<file path="config.mk">
export PLATFORM = sky130hd
export DESIGN_NAME = pattern_uart_tx
export DESIGN_NICKNAME = d
export VERILOG_FILES = /design/src/rtl/pattern_uart_pkg.sv /design/src/rtl/uart_baud_gen.sv /design/src/rtl/pattern_uart_tx.sv
export SDC_FILE = /design/constraint.sdc
export NUM_CORES = 1
export LEC_CHECK = 0
export CAP_MARGIN = 20
export CORE_MARGIN = 2
export CORE_UTILIZATION = 57
export CTS_CLUSTER_DIAMETER = 200
export DETAILED_ROUTE_END_ITERATION = 8
export PLACE_DENSITY_LB_ADDON = 0.2
export SYNTH_ARGS = -nofsm -noshare
export SYNTH_HDL_FRONTEND = slang
export SYNTH_SLANG_ARGS = --single-unit
</file>
<file path="constraint.sdc">
create_clock -name CLK -period 3.1 [get_ports CLK]
set_input_delay 0.31 -clock CLK [delete_from_list [all_inputs] [get_ports CLK]]
set_output_delay 0.31 -clock CLK [all_outputs]
set_load 0.005 [all_outputs]
</file>
<file path="src/rtl/pattern_uart_pkg.sv">
// Shared definitions for the pattern-byte UART transmitter: FSM encoding and widths.
`timescale 1ns/1ps
package pattern_uart_pkg;

    localparam int DATA_W               = 8;
    localparam int BIT_IDX_W            = 3;
    localparam int DEFAULT_CLKS_PER_BIT = 104;

    typedef enum logic [1:0] {
        ST_IDLE  = 2'd0,
        ST_START = 2'd1,
        ST_DATA  = 2'd2,
        ST_STOP  = 2'd3
    } uart_state_e;

endpackage

</file>
<file path="src/rtl/uart_baud_gen.sv">
// Bit-period timer: counts 0..CLKS_PER_BIT-1 and pulses bit_tick_o on the last count.
`timescale 1ns/1ps
module uart_baud_gen #(
    parameter int CLKS_PER_BIT = 104
) (
    input  logic clk_i,
    input  logic rst_n_i,
    input  logic clr_i,
    output logic bit_tick_o
);

    localparam int CNT_W = (CLKS_PER_BIT > 1) ? $clog2(CLKS_PER_BIT) : 1;
    localparam logic [CNT_W-1:0] LAST_CNT = CNT_W'(CLKS_PER_BIT - 1);

    logic [CNT_W-1:0] cnt_q, cnt_d;

    assign bit_tick_o = (cnt_q == LAST_CNT);

    // The tick wraps the count, so every bit period (and every state entry) starts at 0.
    always_comb begin
        cnt_d = cnt_q + CNT_W'(1);
        if (clr_i || bit_tick_o) begin
            cnt_d = '0;
        end
    end

    always_ff @(posedge clk_i) begin
        if (!rst_n_i) begin
            cnt_q <= '0;
        end else begin
            cnt_q <= cnt_d;
        end
    end

endmodule

</file>
<file path="src/rtl/pattern_uart_tx.sv">
// 8N1/8N2 UART transmitter fed by a valid/ready byte handshake; TX is a registered output.
`timescale 1ns/1ps
module pattern_uart_tx
    import pattern_uart_pkg::*;
#(
    parameter int CLKS_PER_BIT = DEFAULT_CLKS_PER_BIT,
    parameter int STOP_BITS    = 1
) (
    input  logic              CLK,
    input  logic              RST_N,
    input  logic [DATA_W-1:0] DATA,
    input  logic              VALID,
    output logic              READY,
    output logic              TX,
    output logic              BUSY
);

    localparam logic [BIT_IDX_W-1:0] LAST_DATA_IDX = BIT_IDX_W'(DATA_W - 1);
    localparam logic [BIT_IDX_W-1:0] LAST_STOP_IDX = BIT_IDX_W'(STOP_BITS - 1);

    uart_state_e          state_q, state_d;
    logic [DATA_W-1:0]    shift_q, shift_d;
    logic [BIT_IDX_W-1:0] idx_q, idx_d;
    logic                 tx_q, tx_d;
    logic                 bit_tick;
    logic                 baud_clr;

    // Holding the timer clear while idle makes the start bit begin at count 0.
    assign baud_clr = (state_q == ST_IDLE);

    uart_baud_gen #(
        .CLKS_PER_BIT(CLKS_PER_BIT)
    ) u_baud (
        .clk_i     (CLK),
        .rst_n_i   (RST_N),
        .clr_i     (baud_clr),
        .bit_tick_o(bit_tick)
    );

    assign READY = RST_N && (state_q == ST_IDLE);
    assign BUSY  = (state_q != ST_IDLE);
    assign TX    = tx_q;

    always_comb begin
        state_d = state_q;
        shift_d = shift_q;
        idx_d   = idx_q;
        tx_d    = 1'b1;
        unique case (state_q)
            ST_IDLE: begin
                idx_d = '0;
                if (VALID && READY) begin
                    shift_d = DATA;
                    state_d = ST_START;
                end
            end
            ST_START: begin
                tx_d = 1'b0;
                if (bit_tick) begin
                    idx_d   = '0;
                    state_d = ST_DATA;
                end
            end
            ST_DATA: begin
                tx_d = shift_q[0];
                if (bit_tick) begin
                    shift_d = {1'b0, shift_q[DATA_W-1:1]};
                    idx_d   = idx_q + BIT_IDX_W'(1);
                    if (idx_q == LAST_DATA_IDX) begin
                        idx_d   = '0;
                        state_d = ST_STOP;
                    end
                end
            end
            ST_STOP: begin
                // The bit index is reused to count stop-bit periods.
                if (bit_tick) begin
                    idx_d = idx_q + BIT_IDX_W'(1);
                    if (idx_q == LAST_STOP_IDX) begin
                        idx_d   = '0;
                        state_d = ST_IDLE;
                    end
                end
            end
            default: begin
                state_d = ST_IDLE;
            end
        endcase
    end

    always_ff @(posedge CLK) begin
        if (!RST_N) begin
            state_q <= ST_IDLE;
            shift_q <= '0;
            idx_q   <= '0;
            tx_q    <= 1'b1;
        end else begin
            state_q <= state_d;
            shift_q <= shift_d;
            idx_q   <= idx_d;
            tx_q    <= tx_d;
        end
    end

endmodule

</file>
* Word level (Yosys, flattened, before mapping)
Cells that the tools add are included.
Storage, ports and cells: flip-flop bits (word level) 21, word-level logic and storage cells 47, input bits 11, output and inout bits 3
Operators by class: $add $sub $neg 2, bitwise gates (word level) 1, equality and inequality tests 11, reduce and logical (&&, ||, !) cells 11, muxes and demuxes 17
Operators with widths (count):
- two-way mux 8 bit | 2
- case mux 8 bit (2 select lines) | 1
- two-way mux 3 bit | 5
- two-way mux 2 bit | 6
- case mux 3 bit (4 select lines) | 1
- case mux 2 bit (4 select lines) | 1
- adder 7 x 1 -> 7 bit, second input constant | 1
- == test 7 bit, second input constant | 1
- != test 2 x 1 -> 1 bit, second input constant | 3
- != test 2 bit, second input constant | 3
- AND reduction 3 bit | 2
- AND reduction 6 bit | 1
- == test 2 bit, second input constant | 2
- nonzero test 2 bit | 2
- adder 3 x 1 -> 3 bit, second input constant | 1
- == test 3 bit, second input constant | 1
- logical NOT 3 bit | 1
- == test 2 x 1 -> 1 bit, second input constant | 1
- logical AND 1 bit | 2
- logical NOT 2 bit | 1
- case mux 1 bit (2 select lines) | 1
- OR reduction 2 bit | 1
- logical OR 1 bit | 1
- NOT 1 bit | 1

* Logic depth before layout (Yosys ltp)
word-level depth 5, gate-level depth with buffers 7, gate-level depth less buffers 6

* Cells and area by module
Synthesis repeated with hierarchy kept, for this count alone.
Unflattened totals: cells, all modules 119, area total of the unflattened synthesis 1104.8 µm²
By module, submodules not included:
- pattern_uart_tx | times used 1, seq. area each 280.3 µm², area an instance 793.3 µm², cells each 85
- uart_baud_gen | times used 1, seq. area each 140.1 µm², area an instance 311.5 µm², cells each 34

* Least setup slack after synthesis
No wires, ideal clock.
path type reg2reg, from register state_q[0], to register idx_q[2], path slack 1477 ps, arrival time 1556 ps, library setup time 67 ps, stages on the path, launching flop included 6, buffers on the path 0, required time 3033 ps, clock period less this slack 1623 ps, cell sequence dfxtp_1 inv_1 ha_1 o32a_4 or3b_1 a21oi_2
Between the ends: word-level cells in the longest chain between the ends 3, elaborated cells between the ends (all ways) 9, those cells by class 6 x eq/ne; 1 x mux; 2 x reduce/logical
Ends and longest elaborated chain:
- start, declared | line pattern_uart_tx.sv:21 | uart_state_e state_q, state_d;
- start signal, assigned | line pattern_uart_tx.sv:98 | state_q <= state_d;
- == test 2 x 1 -> 1 bit or == test 2 bit (tied branches) | line pattern_uart_tx.sv:49 | unique case (state_q)
- != test 2 x 1 -> 1 bit (no line)
- AND reduction 3 bit (no line)
- end signal, assigned | line pattern_uart_tx.sv:100 | idx_q <= idx_d;
- end, declared | line pattern_uart_tx.sv:23 | logic [BIT_IDX_W-1:0] idx_q, idx_d;
Several ways; a longest one is shown, not always the timed one. A chain may end at the register's enable or synchronous reset.

* Final worst setup path
from input RST_N, to output READY
Between the ends: word-level cells in the longest chain between the ends 1
Ends and longest elaborated chain:
- start, declared | line pattern_uart_tx.sv:10 | input logic RST_N,
- logical AND 1 bit | line pattern_uart_tx.sv:40 | assign READY = RST_N && (state_q == ST_IDLE);
- end, declared | line pattern_uart_tx.sv:13 | output logic READY,
Every way passes these cells.

==> run metrics <==
H-tree levels 1; relative slew slack 0.5831; required time of the critical path roughly 2.8 ns; dpl hpwl ~1500 µm; Layout Skew between 0.002 and 0.0025 ns; register area share after synthesis 0.3871; peak supply drop around 0.00043 V; critical path endpoint category output pin; Reg clk slew, reported paths approximately 0.12 ns; overflow left after global routing 0; unrepaired setup endpoints after global routing no; Buffers on Ports 13; Root Buffer clkbuf_4; 1st-iter DRT viols 9; syn avg cell area just over 9 µm²; Pwr Density between 600 and 700 nW/µm²; P_int roughly 0.54 mW; Logic pwr share 0.414; Max Clk Rate 0.4488 GHz; outcome finished, final reports clean; Fill cells 150; Synth area leaders dfxtp_1 39%, ha_1 10%, mux2i_1 8.3%; CTS tree yes; vias in the first global route between 700 and 800; share of the synthesized area in the top cell type 0.3871; mapped cell area between 1000 and 1500 µm²; CP Class input port to output pin; CTS resizes 0; largest net degree at the start of global routing 13; Initial Utilization 0.6156; DRT antenna net count 0; Worst Max-Slew Pin Slew ~0.63 ns; register share of total power 0.426; Seq cells post-synth 21; Routed Wire Length 1979 µm; Final Setup Violations 0; drc violations 0; clock buffer depth 2; final period utilization 0.7187; Post-CTS Hold Buffers 0; Synth cell types 32; final hold vios 0; crit path DAT 1.92 ns; Hold Path Stages 1; CTS Buf Count 3; worst skew pair latency 0.30 ns; Post-Synthesis Cells around 120; die area ~2300 µm²; max-slew violations 0; wire per inst between 10 and 15 µm; ratio of cells with drive above 1 in the final layout 0.07576; vias post-DR 839; Pleak between 0.4 and 0.5 nW; Pre-antenna DRT Iters 4; Final Core Density 0.7170; cell type with the largest total area after synthesis dfxtp_1; Net Sw Power 0.2892 mW; Synthesis Warnings 0; Syn-to-layout area delta 16.47%; number of max-cap violations 0; core area approximately 1800 µm²; fin crit period 2.228 ns; clock sink total 21; crit-path max FO 11; syn nets 138; io pins 14; nets@finish approximately 150; Min-Delay Path Class flop to flop; Core Rows 15; initial antenna violation count 0; RePlAce Congestion ~0.75; Sw Ratio 0.3505; clock share of power 0.161; Reg2Reg Depth 7; Vert. Die Dim about 48 µm; Via density roughly 5.3; post-CTS setup buffer count 0; gr usage total 0.2009; Startpoint Class input port; first-pass GRT wire length 3180 µm; Tot Pwr around 0.83 mW; Die X-Extent between 40 and 50 µm; Sum Neg Setup Slack 0 ns; Inserted Diodes 0; Hold Slack roughly 0.45 ns
[placed cells by master, fill, tap and decap left out, types with 2 or more instances in the layout]
cell             netlist  final
inv_1                  8      8
a211oi_1               7      7
o21ai_0                4      4
clkbuf_4               0      3
nand3_1                4      4
or3b_1                 2      2
xor2_1                 2      2
xnor2_1                2      2
mux2i_1                9      9
nor2_1                 7      7
dfxtp_1               21     21
ha_1                   9      9
a21oi_1               11     11
clkdlybuf4s50_1        0     13
nand2_1               10     10
and3_1                 2      2
[layout make-up]
cell class | instances | area, µm² | area share
Tap cell | 25 | 31.28 | 0.02473
Clock buffer | 3 | 22.52 | 0.01780
Clock inverter | 1 | 5.005 | 0.003956
Timing Repair Buffer | 14 | 137.6 | 0.1088
Inverter | 8 | 30.03 | 0.02374
Multi-Input combinational cell | 85 | 618.1 | 0.4886
Sequential cell | 21 | 420.4 | 0.3323
[worst paths after layout]
check	slack (ns)	from	to
setup reg to reg	0.95	state_q[0]	shift_q[6]
hold / removal	0.45	u_baud.cnt_q[0]	u_baud.cnt_q[0]
hold reg to reg	0.45	u_baud.cnt_q[0]	u_baud.cnt_q[0]
setup / recovery	0.87	RST_N	READY
[synth_stat cells, drive strengths merged]
master	number
ha	9
dfxtp	21
inv	8
a21boi	1
buf	2
nor2	7
nor3b	1
and2	1
o21ai	6
a211oi	7
o21a	1
nand2	10
o32a	1
and2b	1
and3	2
a211o	1
or3b	3
o2bb2ai	1
xor2	2
o211ai	1
nand3b	1
nand3	4
nand2b	1
xnor2	2
mux2i	9
a21oi	12
clkbuf	2
nor2b	1
[sequential cells by signal, summed over array words and instances (netlist names)]
name and flops:
idx_q 3, TX 1, u_baud.cnt_q 7, state_q 2
shift_q 8
[power groups by stage]
stage	Sequential (mW)	Clock, mW	Combinational [mW]
2_1_floorplan	0.350	0	0.247
3_3_place_gp	0.354	0	0.332
3_5_place_dp	0.358	0	0.342
4_1_cts	0.351	0.136	0.342
5_1_grt	0.356	0.144	0.377
6_report	0.351	0.133	0.341
[critical path: stages]
cell and delay (ns):
clkdlybuf4s50_1 0.67, inv_1 0.28, nor2_1 0.15, clkdlybuf4s50_1 0.51
[metrics by stage]
| stage | std cells | area [µm²] | setup slack [ns] |
|---|---|---|---|
| after floorplan | 118 | 1086 | 1.477 |
| after global placement | 153 | 1237 | 0.8967 |
| after detailed placement | 153 | 1237 | 0.8690 |
| after CTS | 157 | 1265 | 0.8667 |
| after global routing | 157 | 1265 | 0.7552 |
| final | 157 | 1265 | 0.8720 |
[cells by family after synthesis]
family,Yosys count,synth area share
muxes,9,0.08295
and+or+nand+nor,32,0.1533
xor gates and xnor gates,4,0.03226
AOI/OAI and AO/OA,31,0.1970
DFF,21,0.3871
buffers and inverters,12,0.04378
adders and majority gates,9,0.1037
[routing by layer]
layer / share of wire / GRT usage / routed length [µm]
met5: 0 / 0 / 0
met4: 0 / 0.01622 / 0
met3: 0.039 / 0.06792 / 77
met2: 0.47 / 0.3405 / 938
met1: 0.49 / 0.2611 / 963
No activity file was read; power rests on OpenSTA's default activity.
